[src/rtl/stream_deserializer_pkg.sv]
// Shared types and helpers for the beat-to-word stream deserializer.
package stream_deserializer_pkg;

    typedef enum logic {
        FILL = 1'b0,
        HOLD = 1'b1
    } state_t;

    // Lane written by beat number idx of a group; big-endian mirrors the lane order.
    function automatic int unsigned lane_of(input int unsigned idx, input logic order,
                                            input int unsigned ratio);
        return order ? (ratio - 1 - idx) : idx;
    endfunction

endpackage

[src/rtl/stream_deserializer_slot.sv]
// One-entry output register: loads a finished word, drains on out_ready.
module stream_deserializer_slot #(
    parameter int DATA_WIDTH  = 8,
    parameter int RATIO       = 4,
    parameter int COUNT_WIDTH = $clog2(RATIO + 1)
) (
    input  logic                             clock,
    input  logic                             reset_n,
    input  logic                             load,
    input  logic [RATIO-1:0][DATA_WIDTH-1:0] load_data,
    input  logic [COUNT_WIDTH-1:0]           load_count,
    input  logic                             load_last,
    input  logic                             out_ready,
    output logic                             slot_free,
    output logic                             out_valid,
    output logic [RATIO-1:0][DATA_WIDTH-1:0] out_data,
    output logic [COUNT_WIDTH-1:0]           out_count,
    output logic                             out_last
);

    assign slot_free = !out_valid || out_ready;

    // load is only raised while the slot is free, so a load always wins over a drain.
    always_ff @(posedge clock or negedge reset_n) begin
        if (!reset_n) begin
            out_valid <= 1'b0;
            out_data  <= '0;
            out_count <= '0;
            out_last  <= 1'b0;
        end else if (load) begin
            out_valid <= 1'b1;
            out_data  <= load_data;
            out_count <= load_count;
            out_last  <= load_last;
        end else if (out_ready) begin
            out_valid <= 1'b0;
        end
    end

endmodule

[src/rtl/stream_deserializer.sv]
// Packs DATA_WIDTH-bit beats into RATIO-lane words with per-group endianness and early termination.
module stream_deserializer
    import stream_deserializer_pkg::*;
#(
    parameter int DATA_WIDTH  = 8,
    parameter int RATIO       = 4,
    parameter int COUNT_WIDTH = $clog2(RATIO + 1)
) (
    input  logic                             clock,
    input  logic                             reset_n,
    input  logic                             in_valid,
    output logic                             in_ready,
    input  logic [DATA_WIDTH-1:0]            in_data,
    input  logic                             in_last,
    input  logic                             big_endian,
    output logic                             out_valid,
    input  logic                             out_ready,
    output logic [RATIO-1:0][DATA_WIDTH-1:0] out_data,
    output logic [COUNT_WIDTH-1:0]           out_count,
    output logic                             out_last
);

    localparam int IDX_W = $clog2(RATIO);

    state_t                           state;
    logic [RATIO-1:0][DATA_WIDTH-1:0] lanes;
    logic [RATIO-1:0][DATA_WIDTH-1:0] merged;
    logic [IDX_W-1:0]                 idx;
    logic [IDX_W-1:0]                 tgt;
    logic                             order;
    logic                             cur_order;
    logic                             held_last;
    logic                             accept;
    logic                             complete;
    logic                             slot_free;
    logic                             load;
    logic [RATIO-1:0][DATA_WIDTH-1:0] load_data;
    logic [COUNT_WIDTH-1:0]           load_count;
    logic                             load_last;

    assign in_ready  = (state == FILL);
    assign accept    = in_valid && in_ready;
    assign cur_order = (idx == '0) ? big_endian : order;
    assign tgt       = IDX_W'(lane_of(32'(idx), cur_order, RATIO));
    assign complete  = accept && (in_last || idx == IDX_W'(RATIO - 1));

    // Lanes untouched by this group are still zero because the collector clears on every hand-off.
    always_comb begin
        merged      = lanes;
        merged[tgt] = in_data;
    end

    assign load       = slot_free && ((state == HOLD) || complete);
    assign load_data  = (state == HOLD) ? lanes : merged;
    assign load_count = COUNT_WIDTH'(idx) + COUNT_WIDTH'(1);
    assign load_last  = (state == HOLD) ? held_last : in_last;

    always_ff @(posedge clock or negedge reset_n) begin
        if (!reset_n) begin
            state     <= FILL;
            lanes     <= '0;
            idx       <= '0;
            order     <= 1'b0;
            held_last <= 1'b0;
        end else begin
            case (state)
                FILL: begin
                    if (accept) begin
                        order <= cur_order;
                        if (complete && slot_free) begin
                            lanes <= '0;
                            idx   <= '0;
                        end else if (complete) begin
                            lanes     <= merged;
                            held_last <= in_last;
                            state     <= HOLD;
                        end else begin
                            lanes <= merged;
                            idx   <= idx + IDX_W'(1);
                        end
                    end
                end
                HOLD: begin
                    if (slot_free) begin
                        lanes <= '0;
                        idx   <= '0;
                        state <= FILL;
                    end
                end
                default: state <= FILL;
            endcase
        end
    end

    stream_deserializer_slot #(
        .DATA_WIDTH (DATA_WIDTH),
        .RATIO      (RATIO),
        .COUNT_WIDTH(COUNT_WIDTH)
    ) u_slot (
        .clock     (clock),
        .reset_n   (reset_n),
        .load      (load),
        .load_data (load_data),
        .load_count(load_count),
        .load_last (load_last),
        .out_ready (out_ready),
        .slot_free (slot_free),
        .out_valid (out_valid),
        .out_data  (out_data),
        .out_count (out_count),
        .out_last  (out_last)
    );

endmodule
[config.mk]
export PLATFORM = sky130hd
export DESIGN_NAME = stream_deserializer
export DESIGN_NICKNAME = d
export VERILOG_FILES = /design/src/rtl/stream_deserializer_pkg.sv /design/src/rtl/stream_deserializer_slot.sv /design/src/rtl/stream_deserializer.sv
export SDC_FILE = /design/constraint.sdc
export NUM_CORES = 1
export LEC_CHECK = 0
export BUFFER_PORTS_ARGS = -buffer_cell sky130_fd_sc_hd__buf_2
export CAP_MARGIN = 30
export CELL_PAD_IN_SITES_DETAIL_PLACEMENT = 0
export CELL_PAD_IN_SITES_GLOBAL_PLACEMENT = 2
export CORE_ASPECT_RATIO = 1.25
export CORE_MARGIN = 3
export CORE_UTILIZATION = 36
export DETAILED_ROUTE_END_ITERATION = 12
export GPL_TIMING_DRIVEN = 0
export HOLD_SLACK_MARGIN = 0.15
export PLACE_DENSITY = 0.83
export SLEW_MARGIN = 10
export SYNTH_ARGS = -nofsm -noshare
export SYNTH_HDL_FRONTEND = slang
export SYNTH_SLANG_ARGS = --single-unit
[constraint.sdc]
create_clock -name clock -period 2.52 [get_ports clock]
set_input_delay 0.378 -clock clock [delete_from_list [all_inputs] [get_ports clock]]
set_output_delay 0.378 -clock clock [all_outputs]
set_load 0.02 [all_outputs]
After elaboration in Yosys (flattened, before gate mapping). Cells that the tools add are included.

Add/sub/neg operators: 3. Order comparisons: 2. Eq/ne operators: 4. Mux-type cells: 23. Bitwise gates (word level): 2. Reductions and logical operators: 15.

Operators by type and width (count): 2-to-1 mux 32 bit (4); one-hot mux 32 bit (2 select lines) (1); bitwise mux 32 bit (1); demux 8 bit (select 2 bit) (1); 2-to-1 mux 2 bit (5); 2-to-1 mux 1 bit (8); 2-to-1 mux 8 bit (1); logical AND 1 bit (5); inequality test 2 x 1 -> 1 bit, second input constant (2); one-hot mux 2 bit (2 select lines) (1); AND reduction 2 bit (2); AND reduction 4 bit (1); adder 2 x 1 -> 3 bit, second input constant (1); logical OR 1 bit (3); less-than comparator 2 x 3 -> 1 bit, second input constant (1); inequality test 3 x 2 -> 1 bit, second input constant (1); AND reduction 3 bit (1); adder 2 x 1 -> 2 bit, second input constant (1); equality test 2 bit, second input constant (1); >= comparator 2 x 1 -> 1 bit, second input constant (1); zero test 2 bit (1); inverter 1 bit (2); one-hot mux 1 bit (2 select lines) (1); nonzero test 2 bit (1); other kinds (2) (2).

Register bits after elaboration: 74. Input port bits: 14. Output and inout bits: 38. Logic and storage cells: 64.

Longest topological paths before layout.
Depth after elaboration: 11. Depth in mapped cells: 9. Gate-level depth less buffers: 6.

By module. A second synthesis with hierarchy kept.

Cells, all modules: 286. Area, all modules: 3771.1 µm².

Modules (own cells, without submodules): stream_deserializer (instances 1, cells each 207, area an instance 2247.2 µm², sequential area each 925.9 µm²); stream_deserializer_slot (instances 1, cells each 79, area an instance 1524.0 µm², sequential area each 925.9 µm²).

Least setup slack after synthesis. Ideal clock, no wire load.

Path type: reg2reg. Start point: reg idx[0]. End point: reg lanes[0] (netlist name). Setup time: 0.066 ns. Arrival time: 2.103 ns. Required time: 2.454 ns. Path slack: 0.351 ns. Stages on the path, launching flop included: 10. Buffers on the path: 3. Period minus slack after synthesis: 2.169 ns. Path through: dfrtp_1 > clkbuf_1 > inv_1 > ha_1 > mux2i_4 > buf_8 > mux2i_1 > nor2b_1 > buf_6 > a22o_1.

Cells in the longest elaborated chain, start to end: 11. Elaborated cells between the ends (all ways): 17. Those cells by class: add/sub (1); order compare (2); eq/ne (1); mux (8); reduce/logical (5).

Ends and longest elaborated chain: start: declaration (line stream_deserializer.sv:28) `logic [IDX_W-1:0] idx;`; start signal: assignment (line stream_deserializer.sv:79) `idx <= idx + IDX_W'(1);`; parallel branches: the longest is 8 deep, another holds less-than comparator 2 x 3 -> 1 bit; 2-to-1 mux 32 bit * (line stream_deserializer.sv:70) `if (complete && slot_free) begin`; 2-to-1 mux 32 bit * (line stream_deserializer.sv:68) `if (accept) begin`; one-hot mux 32 bit (2 select lines) * (line stream_deserializer.sv:66) `case (state)`; end signal: assignment (line stream_deserializer.sv:74) `lanes <= merged;`; end signal: assignment (line stream_deserializer.sv:78) `lanes <= merged;`; end: declaration (line stream_deserializer.sv:26) `logic [RATIO-1:0][DATA_WIDTH-1:0] lanes;`.

Mark *: on every way between the ends. The select of a mux whose other input is x is not followed. A chain may end at the register's enable or synchronous reset.

Final worst setup path.
Start point: reg idx[0]. End point: reg lanes[14] (netlist name).

Same word-level chain as after synthesis.

==> summary.md <==
| Metric | Value |
|---|---|
| Layout Cells excl Fill | 510 |
| DR vias/cell | 5.18 |
| Chip width | 92.7 µm |
| Clock power frac | 21.5% |
| IO Pins | 52 |
| Buffer and inverter count on the worst path | 4 |
| Die ar. | 10600 µm² |
| CTS sink cnt | 74 |
| Die Span Y | 114 µm |
| Syn Inst Count | 330 |
| First-pass GRT wire length | 14200 µm |
| Max Cap Violations | 0 |
| Rows | 38 |
| Slew @ Worst Pin | 625 ps |
| Max-slew headroom | 58.1% |
| Register share of total power | 37.3% |
| Outcome | completed |
| Initial Util | 38.0% |
| Final Hold Vio Count | 0 |
| Total grt overflow | 0 |
| Switching Share | 39.0% |
| CTS Buf Count | 9 |
| Fin. max-slew vios | 0 |
| CTS tree | done |
| Final WL | 8930 µm |
| Synthesis-stage register bit count | 74 |
| GRT Total Usage | 17.8% |
| Vias | 2641 |
| DRC Markers | 0 |
| Number of library cell types mapped by synthesis | 33 |
| Stages on worst setup path | 9 |
| Design Power | 4900 µW |
| Layout cell share with drive strength beyond 1 | 21.5% |
| Slowest stage delay, CP | 460 ps |
| Slowest-stage cell, CP | dfrtp_2 |
| Worst Skew | 7.76 ps |
| Core Area | 8890 µm² |
| Critical path class | register to register |
| DP HPWL | 5900 µm |
| Fin crit share | 94.6% |
| Critical path arrival | 2680 ps |
| Reg2reg path depth | 9 |
| Synth Warn # | 0 |
| Minimum clock period | 2380 ps |
| Dpl cells | 494 |
| Clk slew on worst S/H paths | 80 ps |
| Int Pwr | 2990 µW |
| Worst setup SP type | register |
| Post-synthesis sequential area ratio | 54.8% |
| Crit-path cells | buf_2 > inv_1 > ha_1 > mux2i_4 > buf_12 > mux2i_2 > nor2b_1 > buf_6 > a22o_1 |
| Clk root buf | clkbuf_8 |
| Critical Path End Type | register |
| Vias in the first global route | 2597 |
| Antenna violations before repair | 0 |
| H-tree levels | 3 |
| Crit path max-delay family | buffers and inverters |
| Required @ worst endpoint | 2810 ps |
| Syn Std Cell Area | 3380 µm² |
| HP Class | primary input to register |
| Final GP Congestion | 0.816 |
| DRT Pass-1 Iters | 4 |
| VDD IR max | 0.000456 V |
| Lkg Pwr | 0.00183 µW |
| Area grow syn2layout | 20.5% |
| Critical path fanouts, max | 10 |
| Worst hold slack | 309 ps |
| DRT antenna net count | 0 |
| Largest net degree at the start of global routing | 64 |
| WL/cell | 17.5 µm |
| Fmax | 0.419 GHz |
| I/O Buffers | 43 |
| ANT cells | 0 |
| Final Setup Violations | 0 |
| Latest clock arrival within the worst-skew pair | 350 ps |
| Hold path cells | 2 |
| Nets | 402 |
| Max clock buf depth | 2 |
| Pwr dens | 1200 nW/µm² |
| Comb power frac | 41.2% |
| Mean area per synthesized cell | 10.2 µm² |
| Initial DRC count | 116 |
| Psw | 1910 µW |
| Syn_nets | 346 |
==> cells in the final DEF, fill, tap and decap left out, types with 3 or more instances in the layout <==
master    count
nand2b_1      3
clkbuf_8     11
a21oi_1      65
dfrtp_1      73
o21ai_0       4
nor2_1       35
nand2_1      44
clkbuf_1      7
nor2b_1       5
buf_2        45
mux2i_4       9
buf_6         3
inv_1         3
a22o_1       34
buf_1        10
mux2i_1       4
o21ai_2       3
==> per-stage QoR <==
| stage | TNS [ps] | instance area [µm²] | util, % | setup WS (ps) |
|---|---|---|---|---|
| 3_5_place_dp | -5820 | 3780 | 42.5 | -234 |
| 5_1_grt | -21.5 | 4070 | 45.8 | -5.75 |
| 3_3_place_gp | -5840 | 3750 | 42.1 | -234 |
| 2_1_floorplan | 0 | 3380 | - | 351 |
| 4_1_cts | 0 | 4040 | 45.4 | 40.3 |
| 6_report | 0 | 4070 | 45.8 | 136 |
==> worst register-to-register path, cell delays in order (launching register included) <==
cell	delay, ps
dfrtp_2	460
buf_2	200
inv_1	100
ha_1	240
mux2i_4	350
buf_12	230
mux2i_2	270
nor2b_1	190
buf_6	150
a22o_1	140
==> cells by family (layout without fill, tap and decap cells) <==
kind of cell | after synthesis | count (layout) | share of synthesized area (%)
mux | 16 | 16 | 6.62
flops | 74 | 74 | 54.8
buf+inv | 27 | 87 | 4.07
simple gates | 99 | 99 | 12.7
fa+ha+maj | 2 | 2 | 0.740
compound gates | 112 | 112 | 21.1
==> layer usage <==
| metal | GRT usage (%) | wire, µm | vias up | share of wire (%) |
|---|---|---|---|---|
| met3 | 4.54 | 409 | 6 | 4.6 |
| met4 | 6.06 | 104 | 0 | 1.2 |
| met2 | 26.9 | 4240 | 59 | 47 |
| li1 | - | - | 1261 | - |
| met1 | 25.0 | 4170 | 1315 | 47 |
| met5 | 0 | 0 | - | 0 |
==> final cells by class <==
type,count,area (µm²)
Multi-Input combinational cell,229,1450
Clock buffer,13,159
Inverter,3,11.3
Timing Repair Buffer,45,255
Fill cell,917,4820
Tap cell,120,150
Clock inverter,2,60.1
Buffer,24,135
Sequential cell,74,1850
==> synth_stat cells <==
cell      instances  share of area, %
buf_8             1              0.44
or3_1             1              0.19
a22o_1           34               8.8
o21ai_2           3              0.78
mux2i_4           5               3.3
or3b_1            1              0.26
nor3b_1           2              0.44
or2_2             1              0.19
nand2b_1          3              0.56
nor3_1            1              0.15
nor2_1           35               3.9
ha_1              2              0.74
nand3b_1          1              0.22
o21a_1            2              0.44
or3b_2            1              0.26
mux2i_1          10               3.0
o21ai_0           4              0.59
a21o_1            1              0.22
buf_1            10               1.1
nand2_1          44               4.9
a21oi_1          65               9.6
and2b_1           1              0.22
a32o_1            1              0.30
buf_6             3               1.0
inv_1             3              0.33
clkbuf_1          8              0.89
o21ai_1           2              0.30
nor2b_1           5              0.93
dfrtp_1          74                55
nand3_1           2              0.30
buf_2             2              0.30
and3b_1           1              0.26
mux2_2            1              0.33
==> repair_timing <==
item                                   CTS  global route
endpoints found under the hold margin   11             0
hold buffers                             1             0
pin swaps                                0             0
gates resized for setup                  7            11
setup endpoints to repair               37            56
buffers inserted                         0             0
==> registers in the layout, summed over array words and instances (netlist names) <==
signal	count
order	1
u_slot.out_valid	1
state	1
u_slot.out_last	1
u_slot.out_data	32
idx	2
lanes	32
held_last	1
u_slot.out_count	3
==> path summary, 6_finish.rpt <==
path,from,to,slack [ps]
worst max-delay path,idx[0]$_DFFE_PN0P_,lanes[14]$_DFFE_PN0P_,140
worst min-delay path,big_endian,order$_DFFE_PN0P_,310
worst max register to register,idx[0]$_DFFE_PN0P_,lanes[14]$_DFFE_PN0P_,140
worst min register to register,u_slot.out_last$_DFFE_PN0P_,u_slot.out_last$_DFFE_PN0P_,480
max in group asynchronous,reset_n,lanes[21]$_DFFE_PN0P_,1550
min in group asynchronous,reset_n,u_slot.out_data[11]$_DFFE_PN0P_,410
==> power groups by stage <==
stage | Clock, µW | Sequential, µW | Combinational (µW)
5_1_grt | 1130 | 1880 | 2220
2_1_floorplan | 0 | 2140 | 1020
6_report | 1050 | 1830 | 2020
3_3_place_gp | 0 | 1840 | 1910
4_1_cts | 1070 | 1830 | 1990
3_5_place_dp | 0 | 1850 | 1930
(Power assumes the default switching activity.)
